File: config.mk
export PLATFORM = sky130hd
export DESIGN_NAME = cpu_step_seq
export DESIGN_NICKNAME = d
export VERILOG_FILES = /design/src/rtl/cpu_step_pkg.sv /design/src/rtl/cpu_step_seq.sv
export SDC_FILE = /design/constraint.sdc
export NUM_CORES = 1
export LEC_CHECK = 0
export ABC_AREA = 1
export BUFFER_PORTS_ARGS = -buffer_cell sky130_fd_sc_hd__buf_2
export CAP_MARGIN = 15
export CORE_MARGIN = 2
export CORE_UTILIZATION = 40
export CTS_BUF_LIST = sky130_fd_sc_hd__clkbuf_4
export DETAILED_ROUTE_END_ITERATION = 7
export HOLD_SLACK_MARGIN = 0.12
export PLACE_DENSITY = 0.63
export SYNTH_ARGS = -nofsm -noshare
export SYNTH_HDL_FRONTEND = slang
export SYNTH_SLANG_ARGS = --single-unit
File: constraint.sdc
create_clock -name clk -period 2.3 [get_ports clk]
set_input_delay 0.23 -clock clk [delete_from_list [all_inputs] [get_ports clk]]
set_output_delay 0.23 -clock clk [all_outputs]
set_load 0.03 [all_outputs]
File: src/rtl/cpu_step_pkg.sv
// Shared types and constants for the single-step instruction sequencer.
package cpu_step_pkg;

  // Sequencer states
  typedef enum logic [2:0] {
    ST_IDLE   = 3'd0,
    ST_FETCH  = 3'd1,
    ST_WAIT   = 3'd2,
    ST_LOAD   = 3'd3,
    ST_DECODE = 3'd4,
    ST_EXEC   = 3'd5,
    ST_WB     = 3'd6,
    ST_HALTED = 3'd7
  } step_state_t;

  // Opcode field: top OP_W bits of the instruction word
  localparam int unsigned OP_W = 4;

  // Default opcode that stops the sequencer once retired
  localparam logic [OP_W-1:0] HALT_OP_DEFAULT = 4'hF;

  // Extract the opcode field from an instruction of width dw
  function automatic logic [OP_W-1:0] opcode_of(input logic [31:0] instr, input int unsigned dw);
    return OP_W'(instr >> (dw - OP_W));
  endfunction

endpackage

File: src/rtl/cpu_step_seq.sv
// CPU-side single-step responder: runs one instruction (or a free-running
// stream) through fetch/decode/execute/writeback by strobing phase enables.
module cpu_step_seq
  import cpu_step_pkg::*;
#(
  parameter int unsigned     AW       = 8,
  parameter int unsigned     DW       = 16,
  parameter int unsigned     MEM_LAT  = 1,
  parameter logic [AW-1:0]   PC_RESET = '0,
  parameter logic [OP_W-1:0] HALT_OP  = HALT_OP_DEFAULT
) (
  input  logic          clk,
  input  logic          rst,
  input  logic          start,
  input  logic          run,
  output logic [AW-1:0] mem_addr,
  output logic          mem_re,
  input  logic [DW-1:0] mem_rdata,
  input  logic          jmp_en,
  input  logic [AW-1:0] jmp_addr,
  output logic          dec_en,
  output logic          exe_en,
  output logic          wb_en,
  output logic [AW-1:0] pc,
  output logic [DW-1:0] ir,
  output logic          busy,
  output logic          done,
  output logic          halted,
  output logic [15:0]   instr_cnt
);

  localparam int unsigned CW = (MEM_LAT > 1) ? $clog2(MEM_LAT) : 1;

  step_state_t   state;
  logic [CW-1:0] lat_cnt;
  logic          is_halt;

  assign is_halt = (opcode_of(32'(ir), DW) == HALT_OP);

  // Single FSM; every output is set on the edge that enters the state it
  // belongs to, so strobes line up with the state register cycle-for-cycle.
  always_ff @(posedge clk) begin
    if (!rst) begin
      state     <= ST_IDLE;
      pc        <= PC_RESET;
      ir        <= '0;
      instr_cnt <= '0;
      mem_addr  <= PC_RESET;
      mem_re    <= 1'b0;
      dec_en    <= 1'b0;
      exe_en    <= 1'b0;
      wb_en     <= 1'b0;
      busy      <= 1'b0;
      done      <= 1'b0;
      halted    <= 1'b0;
      lat_cnt   <= '0;
    end else begin
      mem_re <= 1'b0;
      dec_en <= 1'b0;
      exe_en <= 1'b0;
      wb_en  <= 1'b0;
      done   <= 1'b0;
      case (state)
        ST_IDLE: begin
          if (start || run) begin
            state    <= ST_FETCH;
            mem_addr <= pc;
            mem_re   <= 1'b1;
            busy     <= 1'b1;
          end
        end
        ST_FETCH: begin
          if (MEM_LAT > 1) begin
            state   <= ST_WAIT;
            lat_cnt <= CW'(MEM_LAT - 2);
          end else begin
            state <= ST_LOAD;
          end
        end
        ST_WAIT: begin
          if (lat_cnt == '0) state <= ST_LOAD;
          else               lat_cnt <= lat_cnt - 1'b1;
        end
        ST_LOAD: begin
          ir     <= mem_rdata;
          pc     <= pc + 1'b1;
          state  <= ST_DECODE;
          dec_en <= 1'b1;
        end
        ST_DECODE: begin
          state  <= ST_EXEC;
          exe_en <= 1'b1;
        end
        ST_EXEC: begin
          if (jmp_en) pc <= jmp_addr;
          state <= ST_WB;
          wb_en <= 1'b1;
          done  <= 1'b1;
          if (instr_cnt != '1) instr_cnt <= instr_cnt + 1'b1;
        end
        ST_WB: begin
          if (is_halt) begin
            state  <= ST_HALTED;
            halted <= 1'b1;
            busy   <= 1'b0;
          end else if (run) begin
            state    <= ST_FETCH;
            mem_addr <= pc;
            mem_re   <= 1'b1;
          end else begin
            state <= ST_IDLE;
            busy  <= 1'b0;
          end
        end
        ST_HALTED: begin
          state <= ST_HALTED;
        end
        default: state <= ST_IDLE;
      endcase
    end
  end

endmodule

==> results.md <==
* Run status: finished, final reports clean
* Syn Inst Count at 367
* Tightest Pin Transition at 0.680 ns
* Comb pwr share at 0.274
* Io pins at between 80 and 90
* Switching Fraction at 0.364
* Setup_tns at 0 ns
* Pwr Density at 764 mW/mm2
* Hold path startpoint: jmp_addr[0]
* Clk Latency, worst-skew pair at between 0.3 and 0.4 ns
* Hold Crit Endpoint: pc[0]
* # DRC at 0
* WP data required at ~2.6 ns
* Avg Cell Area, Syn at 7.12 um2
* Num rows at 29
* Vias at 2,675
* VDD IR max at 0.425 mV
* Fin. Hold Viols at 0
* Area of the multi-input gates at 0.00127 mm2
* Post-synthesis cell type count at 37
* R2r endpoint: instr_cnt[9]
* Clock power frac at 0.270
* Tmin final at 1.70 ns
* Vias in the first global route at 2,493
* Worst Hold Depth at 3
* Post-route ant nets at 0
* Compound-Gate Fraction of Synth Area at 0.149
* Synthesized area at 0.00261 mm2
* Largest net degree at the start of global routing at 38
* Clk slew on worst S/H paths at 0.10 ns
* Worst setup path startpoint: instr_cnt[0]
* Filler cell count at 630
* R2r startpoint: instr_cnt[0]
* CTS buffer count at 9
* Syn_nets at approximately 400
* Global Route Usage Sum at 0.191
* DRT iter0 DRCs at 112
* Post-Layout Cell Count at 551
* Syn. warnings at 0
* Antenna violations before repair at 0
* Most common cell after layout, fill and taps aside: buf_2
* Leak pwr at ~1.6 nW
* Flop pwr share at 0.457
* Simple-gate share of the synthesized area at 0.318
* Die Y at 84.8 um
* Initial core utilization at 0.414
* DR WL/cell at 11.9 um
* CP arrival at 2.02 ns
* Post-CTS Setup Bufs at 0
* Fmax at between 0.5 and 0.6 GHz
* Setup CP Type: reg -> reg
* Core Area at 0.00631 mm2
* Clock tree root buffer cell: clkbuf_4
* P_int at 1.64 mW
* Share of cells above drive strength 1 at 0.257
* CTS tree: yes
* ANT cells at 0
* Startpoint types: flop
* Hpwl dp at 4500 um
* Layout Nets at 500
* Syn-to-layout area delta at 29.0%
* Hold Path Class: in -> reg
* Cell count of the worst reg-to-reg path at 11
* Total routed wirelength at between 6000 and 7000 um
* CP endpoint kind: flop
* Reg2Reg Setup Slack at 0.60 ns
* CTS sink cnt at 57
* Post-Route Skew at ~0.012 ns
* Gpl congestion at 0.923
* First-pass GRT wire length at 11,200 um
* Final Max Tran Viols at 0
* H-tree levels at 3
* First-pass iteration count of the detailed router at 4
* Final Cycle Share at 0.739
* Largest family of logic cells by synthesized area: simple AND/OR/NAND/NOR gates
* Rel. slew slack at 0.546
* # port buffers at 83
* Cell count after placement at about 520
* Synthesized flop and latch total at 57
* Finished Cell Area at 0.00337 mm2
* Vias per cell at 4.85
* RSZ-0062 raised after global routing: false
* Net switching power at 0.937 mW
* CTS max path bufs at 2
* Post-Synth XOR/XNOR Area at 0.0101
* Post-Synth Adder-Cell Area at 0.00958
* Max-Cap Viols at 0
* Crit-path max FO at 11
* Sequential fraction of the synthesis area at 0.437
* Die width at ~85 um
* Die footprint at 0.00719 mm2
* Final setup vio count at 0
* Area of placed instances at around 0.0031 mm2
* Reg area at 0.00114 mm2
* Post-synthesis mux area share at 0
* Remaining Overflow, GRT at 0
* Most frequent cells in the layout: buf_2, nor2_1, nand2_1
* Post_cts resized at 0
power groups by stage:
stage	Clock, mW	Sequential (mW)	Combinational [mW]
detailed placement	0	1.20	0.682
global placement	0	1.20	0.677
finish	0.694	1.18	0.705
CTS	0.716	1.18	0.708
floorplan	0	1.39	0.314
global route	0.763	1.19	0.769
metal layers:
layer | global-route usage | vias to the layer above | share of wire
li1 | - | 1385 | -
met1 | 0.245 | 1184 | 0.47
met2 | 0.307 | 92 | 0.44
met3 | 0.0393 | 14 | 0.062
met4 | 0.0952 | 0 | 0.024
met5 | 0 | - | 0
cells in the mapped netlist:
cell type	instances	area (um2)
nand3_4	1	17.5
nor2_1	79	297
a31oi_1	4	25.0
dfxtp_1	57	1140
nand2_1	73	274
nand4_1	3	18.8
o22ai_1	2	12.5
nand2_4	1	11.3
o21ai_0	24	120
nor2_4	1	11.3
xor2_1	2	17.5
buf_6	3	33.8
a21oi_1	22	110
nand2_2	4	25.0
o21ai_1	8	40.0
nand3_1	15	75.1
nand3b_1	1	7.51
ha_1	2	25.0
xnor2_1	1	8.76
inv_4	1	6.26
buf_2	2	10.0
inv_1	30	113
nor2_2	4	25.0
o31ai_1	1	7.51
inv_2	1	3.75
and3_1	1	6.26
nor3_4	1	16.3
o21bai_1	1	7.51
clkbuf_1	5	18.8
o211ai_1	2	15.0
or2_2	3	18.8
o21ai_4	1	16.3
buf_4	2	15.0
and2_1	1	6.26
a21oi_2	2	17.5
o21ai_2	2	17.5
nor3_1	4	20.0
worst max-delay path: stages, from the launching register on:
cell,delay [ns]
dfxtp_1,0.35
ha_1,0.24
nand2_2,0.11
nor2_4,0.05
nand2_2,0.11
nor2_2,0.05
nor2_2,0.21
buf_4,0.24
nand2_1,0.08
nand2_1,0.06
nand2_1,0.04
nor2_1,0.09
how the worst max path moves through the flow:
stage               endpoint  slack, ns  cells past startpoint
2_1_floorplan  instr_cnt[15]       0.61                      9
3_3_place_gp    instr_cnt[3]       0.70                     11
3_5_place_dp    instr_cnt[3]       0.64                     11
4_1_cts         instr_cnt[9]       0.61                     11
5_1_grt         instr_cnt[3]       0.41                     11
6_report        instr_cnt[9]       0.60                     11
cells by family after synthesis:
kind of cell / Yosys count
fa+ha+maj: 2
compound gates: 69
buf+inv: 44
simple gates: 192
xor+xnor: 3
flops: 57
area by class of cell:
| type | instances | area share |
|---|---|---|
| Timing Repair Buffer | 103 | 0.181 |
| Clock buffer | 9 | 0.0201 |
| Clock inverter | 7 | 0.0182 |
| Tap cell | 77 | 0.0286 |
| Multi-Input combinational cell | 266 | 0.377 |
| Sequential cell | 57 | 0.339 |
| Inverter | 32 | 0.0364 |
per-stage QoR:
step	utilization	hold slack, ns	worst slack [ns]	power (mW)
finish	0.534	0.159	0.601	2.57
global route	0.534	0.157	0.414	2.72
global placement	0.485	0.440	0.700	1.87
floorplan	-	0.392	0.608	1.70
detailed placement	0.485	0.445	0.640	1.88
CTS	0.534	0.144	0.609	2.60
state kept, by name (all words and copies together) (netlist names), 3 cells and up:
register,flops
instr_cnt,16
ir,16
mem_addr,8
pc,8
state,3
what timing repair did:
action | 4_1_cts | 5_1_grt
hold buffers | 18 | 0
endpoints found under the setup margin | 0 | 0
endpoints found under the hold margin | 18 | 0
Note: power is estimated with default switching activity, not from simulation.
